<file path="config.mk">
export PLATFORM = sky130hd
export DESIGN_NAME = dbg_chain_select
export DESIGN_NICKNAME = d
export VERILOG_FILES = /design/src/rtl/dbg_chain_select.sv
export SDC_FILE = /design/constraint.sdc
export NUM_CORES = 1
export LEC_CHECK = 0
export CAP_MARGIN = 20
export CELL_PAD_IN_SITES_DETAIL_PLACEMENT = 1
export CELL_PAD_IN_SITES_GLOBAL_PLACEMENT = 2
export CORE_ASPECT_RATIO = 0.6
export CORE_UTILIZATION = 28
export CTS_CLUSTER_SIZE = 10
export DETAILED_ROUTE_END_ITERATION = 12
export PLACE_DENSITY = 0.79
export SYNTH_ARGS = -nofsm -noshare
export SYNTH_HDL_FRONTEND = slang
export SYNTH_SLANG_ARGS = --single-unit
</file>
<file path="constraint.sdc">
create_clock -name tck_pad_i -period 1.79 [get_ports tck_pad_i]
set_clock_uncertainty 0.1 [all_clocks]
set_input_delay 0.179 -clock tck_pad_i [delete_from_list [all_inputs] [get_ports tck_pad_i]]
set_output_delay 0.179 -clock tck_pad_i [all_outputs]
set_load 0.05 [all_outputs]
</file>
<file path="src/rtl/dbg_chain_select.sv">
// Debug-chain module selector behind the JTAG TAP: decodes a select header, latches a module ID, routes DR traffic.
// Optional: define DBG_CHAIN_SEL_READBACK_EN to shift the currently latched ID out on tdo_o while a new one is shifted in.
module dbg_chain_select #(
  parameter int NUM_MODULES      = 4,
  parameter int MODULE_ID_LENGTH = 2
) (
  input  logic                   tck_pad_i,
  input  logic                   trst_pad_i,
  input  logic                   debug_select_i,
  input  logic                   capture_dr_i,
  input  logic                   shift_dr_i,
  input  logic                   update_dr_i,
  input  logic                   tdi_i,
  input  logic [NUM_MODULES-1:0] module_tdo_i,
  output logic [NUM_MODULES-1:0] module_select_o,
  output logic                   module_active_o,
  output logic                   tdo_o
);

  localparam int MID_W = MODULE_ID_LENGTH;
  localparam int CW    = $clog2(MODULE_ID_LENGTH + 1);

  localparam logic [2:0] IDLE = 3'd0;
  localparam logic [2:0] HDR  = 3'd1;
  localparam logic [2:0] SEL  = 3'd2;
  localparam logic [2:0] IGN  = 3'd3;
  localparam logic [2:0] DATA = 3'd4;

  localparam logic [CW-1:0]  CNT_LAST = CW'(MODULE_ID_LENGTH - 1);
  localparam logic [CW-1:0]  CNT_MAX  = CW'(MODULE_ID_LENGTH);
  localparam logic [MID_W:0] NUM_MOD  = (MID_W+1)'(NUM_MODULES);

  logic [2:0]             state;
  logic [CW-1:0]          bit_cnt;
  logic [MID_W-1:0]       id_shift;
  logic [MID_W-1:0]       id_q;
  logic                   id_valid_q;
  logic [NUM_MODULES-1:0] id_hit;
  logic                   tdo_nxt;

  // Priority: reset > debug deselect > capture > update > shift; no strobe means Pause-DR hold.
  always_ff @(posedge tck_pad_i or posedge trst_pad_i) begin
    if (trst_pad_i) begin
      state      <= IDLE;
      bit_cnt    <= '0;
      id_shift   <= '0;
      id_q       <= '0;
      id_valid_q <= 1'b0;
    end else if (!debug_select_i) begin
      state <= IDLE;
    end else if (capture_dr_i) begin
      state   <= HDR;
      bit_cnt <= '0;
    end else if (update_dr_i) begin
      if (state == IGN) begin
        id_q       <= id_shift;
        id_valid_q <= ({1'b0, id_shift} < NUM_MOD);
      end
      state <= IDLE;
    end else if (shift_dr_i) begin
      case (state)
        HDR: begin
          if (tdi_i) begin
            state    <= SEL;
            bit_cnt  <= '0;
            id_shift <= '0;
          end else begin
            state <= DATA;
          end
        end
        SEL: begin
          id_shift <= MID_W'({tdi_i, id_shift} >> 1);
          if (bit_cnt != CNT_MAX) bit_cnt <= bit_cnt + CW'(1);
          if (bit_cnt == CNT_LAST) state <= IGN;
        end
        default: ;
      endcase
    end
  end

  for (genvar i = 0; i < NUM_MODULES; i++) begin : g_hit
    assign id_hit[i] = id_valid_q & (id_q == MID_W'(i));
  end

  assign module_select_o = id_hit & {NUM_MODULES{debug_select_i}};
  assign module_active_o = (state == DATA) & debug_select_i;

  always_comb begin
    tdo_nxt = 1'b0;
    case (state)
      DATA: tdo_nxt = |(id_hit & module_tdo_i);
      HDR:  tdo_nxt = id_valid_q;
`ifdef DBG_CHAIN_SEL_READBACK_EN
      SEL: begin
        // Old ID leaves LSB first in lockstep with the new ID bits arriving.
        tdo_nxt = id_q[0];
        for (int b = 0; b < MID_W; b++)
          if (bit_cnt == CW'(b)) tdo_nxt = id_q[b];
      end
      IGN:  tdo_nxt = id_valid_q;
`endif
      default: tdo_nxt = 1'b0;
    endcase
  end

  always_ff @(negedge tck_pad_i or posedge trst_pad_i) begin
    if (trst_pad_i) tdo_o <= 1'b0;
    else            tdo_o <= tdo_nxt;
  end

endmodule

</file>
# Word-level counts from Yosys, hierarchy flattened
# Cells that the tools add are included.
[word_totals]
reg_bits = 11
input_bits = 11
wordCells = 56
[classes]
add_sub_neg = 1
eq_ne = 16
muxes = 15
bitwise_logic = 9
reduce_logical = 9
[op_table]
columns = ["op", "count"]
rows = [
  ["$mux 3", 6],
  ["$reduce_and 6->1", 2],
  ["$mux 2", 5],
  ["$and 4x4->4", 2],
  ["$pmux 2 s2", 2],
  ["$eq 3x2->1 const B", 2],
  ["$ne 2x2->1 const B", 3],
  ["$ne 3x3->1 const B", 2],
  ["$pmux 3 s2", 1],
  ["$and 1x1->1", 5],
  ["$ne 5x1->1 const B", 1],
  ["$ne 5x5->1 const B", 1],
  ["$eq 2x1->1 const B", 2],
  ["$eq 2x2->1 const B", 2],
  ["$ne 4x1->1 const B", 1],
  ["$reduce_and 4->1", 1],
  ["$reduce_bool 2->1", 2],
  ["$reduce_or 4->1", 1],
  ["$eq 3x1->1 const B", 1],
  ["$eq 3x3->1 const B", 1],
  ["$reduce_and 3->1", 1],
  ["$reduce_bool 3->1", 1],
  ["$add 2x1->2 const B", 1],
  ["$logic_not 2->1", 1],
  ["other kinds (2)", 3],
]

# Longest topological paths before layout
[depth]
depth_word = 7
mapped_depth = 5
mapped_depth_nobuf = 5

==> metrics <==
status finished, violations left; failing checks setup timing; CP max stage delay 0.39 ns; TritonCTS clock tree done; gr usage total 19.2%; Syn Area/Cell 9.61 µm²; CP Launch Type flop; WL final 2.16 mm; sequential cell area fraction in the yosys report 39.8%; aggregate global routing overflow 0; Root Buffer clkbuf_8; adder and majority gate portion of the synthesized area 3.62%; Sink Count 11; register bit total from synthesis 11; r2r worst-path depth 3; R2R Path End tdo_o; CTS Buffer Depth 2; die width 66.2 µm; leak pwr 0.515 nW; largest family of logic cells by synthesized area simple AND/OR/NAND/NOR gates; RR Startpoint id_q[1]; CP max stage cell dfrtp_1; number of buffers created by CTS 3; pin count of the biggest net entering global routing 11; Core Area 2240 µm²; Least-Margin Pin Slew 0.316 ns; final setup fails 2; clock transition at the registers of the reported paths 0.05 ns; Clock Latency Late Sink 0.24 ns; mux contribution to synthesized area 13.6%; die footprint 2680 µm²; Final Power 0.613 mW; crit end category flop; Setup TNS -0.710 ns; PwrDens 551 nW/µm²; vias after detailed routing 675; # DRC 0; vias in the first global route 676; post-synthesis xor/xnor area fraction 0%; gpl congestion 0.806; Max IR drop VDD 0.537 mV; share of post-route cells with drive strength above 1 31.1%; Util after Layout 49.6%; simple-gate portion of the synthesized area 26.2%; Slew HR 78.6%; Post-layout nets 120; most common cell after layout, fill and taps aside buf_4; global-route wire length before repair 3.46 mm; Gate Count Post-Synth 72; # diodes 0; max-cap violations 0; CP arrival 1.39 ns; Crit. Startpoint id_q[1]; DRT iter0 DRCs 27; Fin. Hold Viols 0; initial antenna violation count 0; WL/cell 15.9 µm; drt via density 4.96; Setup crit end tdo_o; non-filler cells, final 136; Post-DP Area 1050 µm²; final setup margin -0.496 ns; Starting Density 30.8%; Syn Std Cell Area 692 µm²; Die H 40.5 µm; Critical Path, Cell by Cell mux2_4 > and4_1 > o311a_1; post-route cell area 1110 µm²; Synth Area in Compound Gates 10.8%; HP Class input port to async pin; # Post-CTS Setup Buffers 0; commonest non-fill, non-tap cells in the layout buf_4 (15), dfrtp_1 (10), clkdlybuf4s50_1 (10), inv_1 (8); critical path peak fanout 2; # rows 13; RSZ-0062 raised after global routing yes; IO buf count 16; FILL cells 261; Net Count, Synth 85; Final Max Slew Viols 0; R2R Setup Slk -0.50 ns; io pins 17; Area growth syn-to-layout 60.8%; H-tree Lvls 1; Ys Warns 0; Routed Antenna Nets 0; worst path required time 0.90 ns; Worst Setup Path Type flop to flop; HPWL Detailed 1.82 mm; Detailed Routing Iterations Pass 1 4; Yosys cell types 30; Placed Instances 132
==> metal layers <==
layer	part of all wire (%)	track usage, %	up-vias
met4	0	3.19	0
met5	0	0	-
met1	53	28.3	336
met2	43	27.3	11
li1	-	-	328
met3	3.9	5.97	0
==> where the power goes <==
group | switching [mW] | internal, mW | total, mW
Clock | 0.0959 | 0.157 | 0.253
Combinational | 0.0436 | 0.0527 | 0.0963
Sequential | 0.00609 | 0.258 | 0.264
Total | 0.146 | 0.467 | 0.613
==> worst min path at each step <==
stage / endpoint / slack (ns) / cells past startpoint
global route: id_q[1] / 0.26 / 3
finish: state[0] / 0.23 / 3
floorplan: bit_cnt[0] / -0.07 / 1
global placement: id_q[0] / 0.39 / 1
detailed placement: id_q[0] / 0.40 / 1
CTS: id_q[1] / 0.24 / 3
==> critical path: cells and delay by family, from the launching register on <==
kind / cells / cell delay (ns)
flip-flops: 1 / 0.39
multiplexers: 1 / 0.29
AND/OR/NAND/NOR: 1 / 0.15
AO/OA/AOI/OAI: 1 / 0.32
==> Yosys cell counts (all sizes together) <==
cell type | number | area, µm²
a311o | 1 | 10.0
or2 | 1 | 6.26
nand4 | 1 | 6.26
nand2 | 6 | 22.5
a21boi | 1 | 7.51
mux2 | 3 | 33.8
dfrtp | 10 | 250
or4 | 2 | 15.0
and4 | 3 | 27.5
o311a | 1 | 10.0
nor2b | 2 | 20.0
ha | 2 | 25.0
nor2 | 5 | 18.8
dfrtn | 1 | 25.0
inv | 8 | 30.0
buf | 1 | 11.3
a41oi | 1 | 8.76
o21ai | 3 | 15.0
nand2b | 3 | 21.3
mux2i | 6 | 60.1
nand3 | 1 | 5.00
a31oi | 2 | 12.5
o2111a | 1 | 11.3
nor3 | 6 | 30.0
nor4b | 1 | 8.76
==> sequential cells by signal, summed over array words and instances, names as in the netlist <==
signal,cells
bit_cnt,2
state,3
id_shift,2
id_valid_q,1
id_q,2
tdo_o,1
==> area by class of cell <==
type	count	area, µm²	area share, %
inverter	8	30.0	2.70
tap	30	37.5	3.37
sequential	11	275	24.7
multi-input combinational	52	392	35.2
timing repair buffer	31	333	29.9
clock buffer	4	45.0	4.05
==> cell families (layout without fill, tap and decap cells) <==
logic type      after synthesis  after routing
fa+ha+maj                     2              2
simple gates                 31             31
mux                           9              9
buf+inv                       9             43
compound gates               10             10
flops                        11             11
==> per-stage QoR <==
step	hold slack, ns	setup WS, ns
finish	0.230	-0.496
floorplan	-0.0686	-0.521
global route	0.259	-0.522
CTS	0.236	-0.504
global placement	0.392	-0.659
detailed placement	0.401	-0.704
==> what timing repair did <==
| action | in CTS | in global routing |
|---|---|---|
| endpoints found under the hold margin | 0 | 0 |
| gates resized for setup | 0 | 4 |
| setup endpoints to repair | 2 | 7 |
| hold buffers | 0 | 0 |
Note: power is estimated with default switching activity, not from simulation.
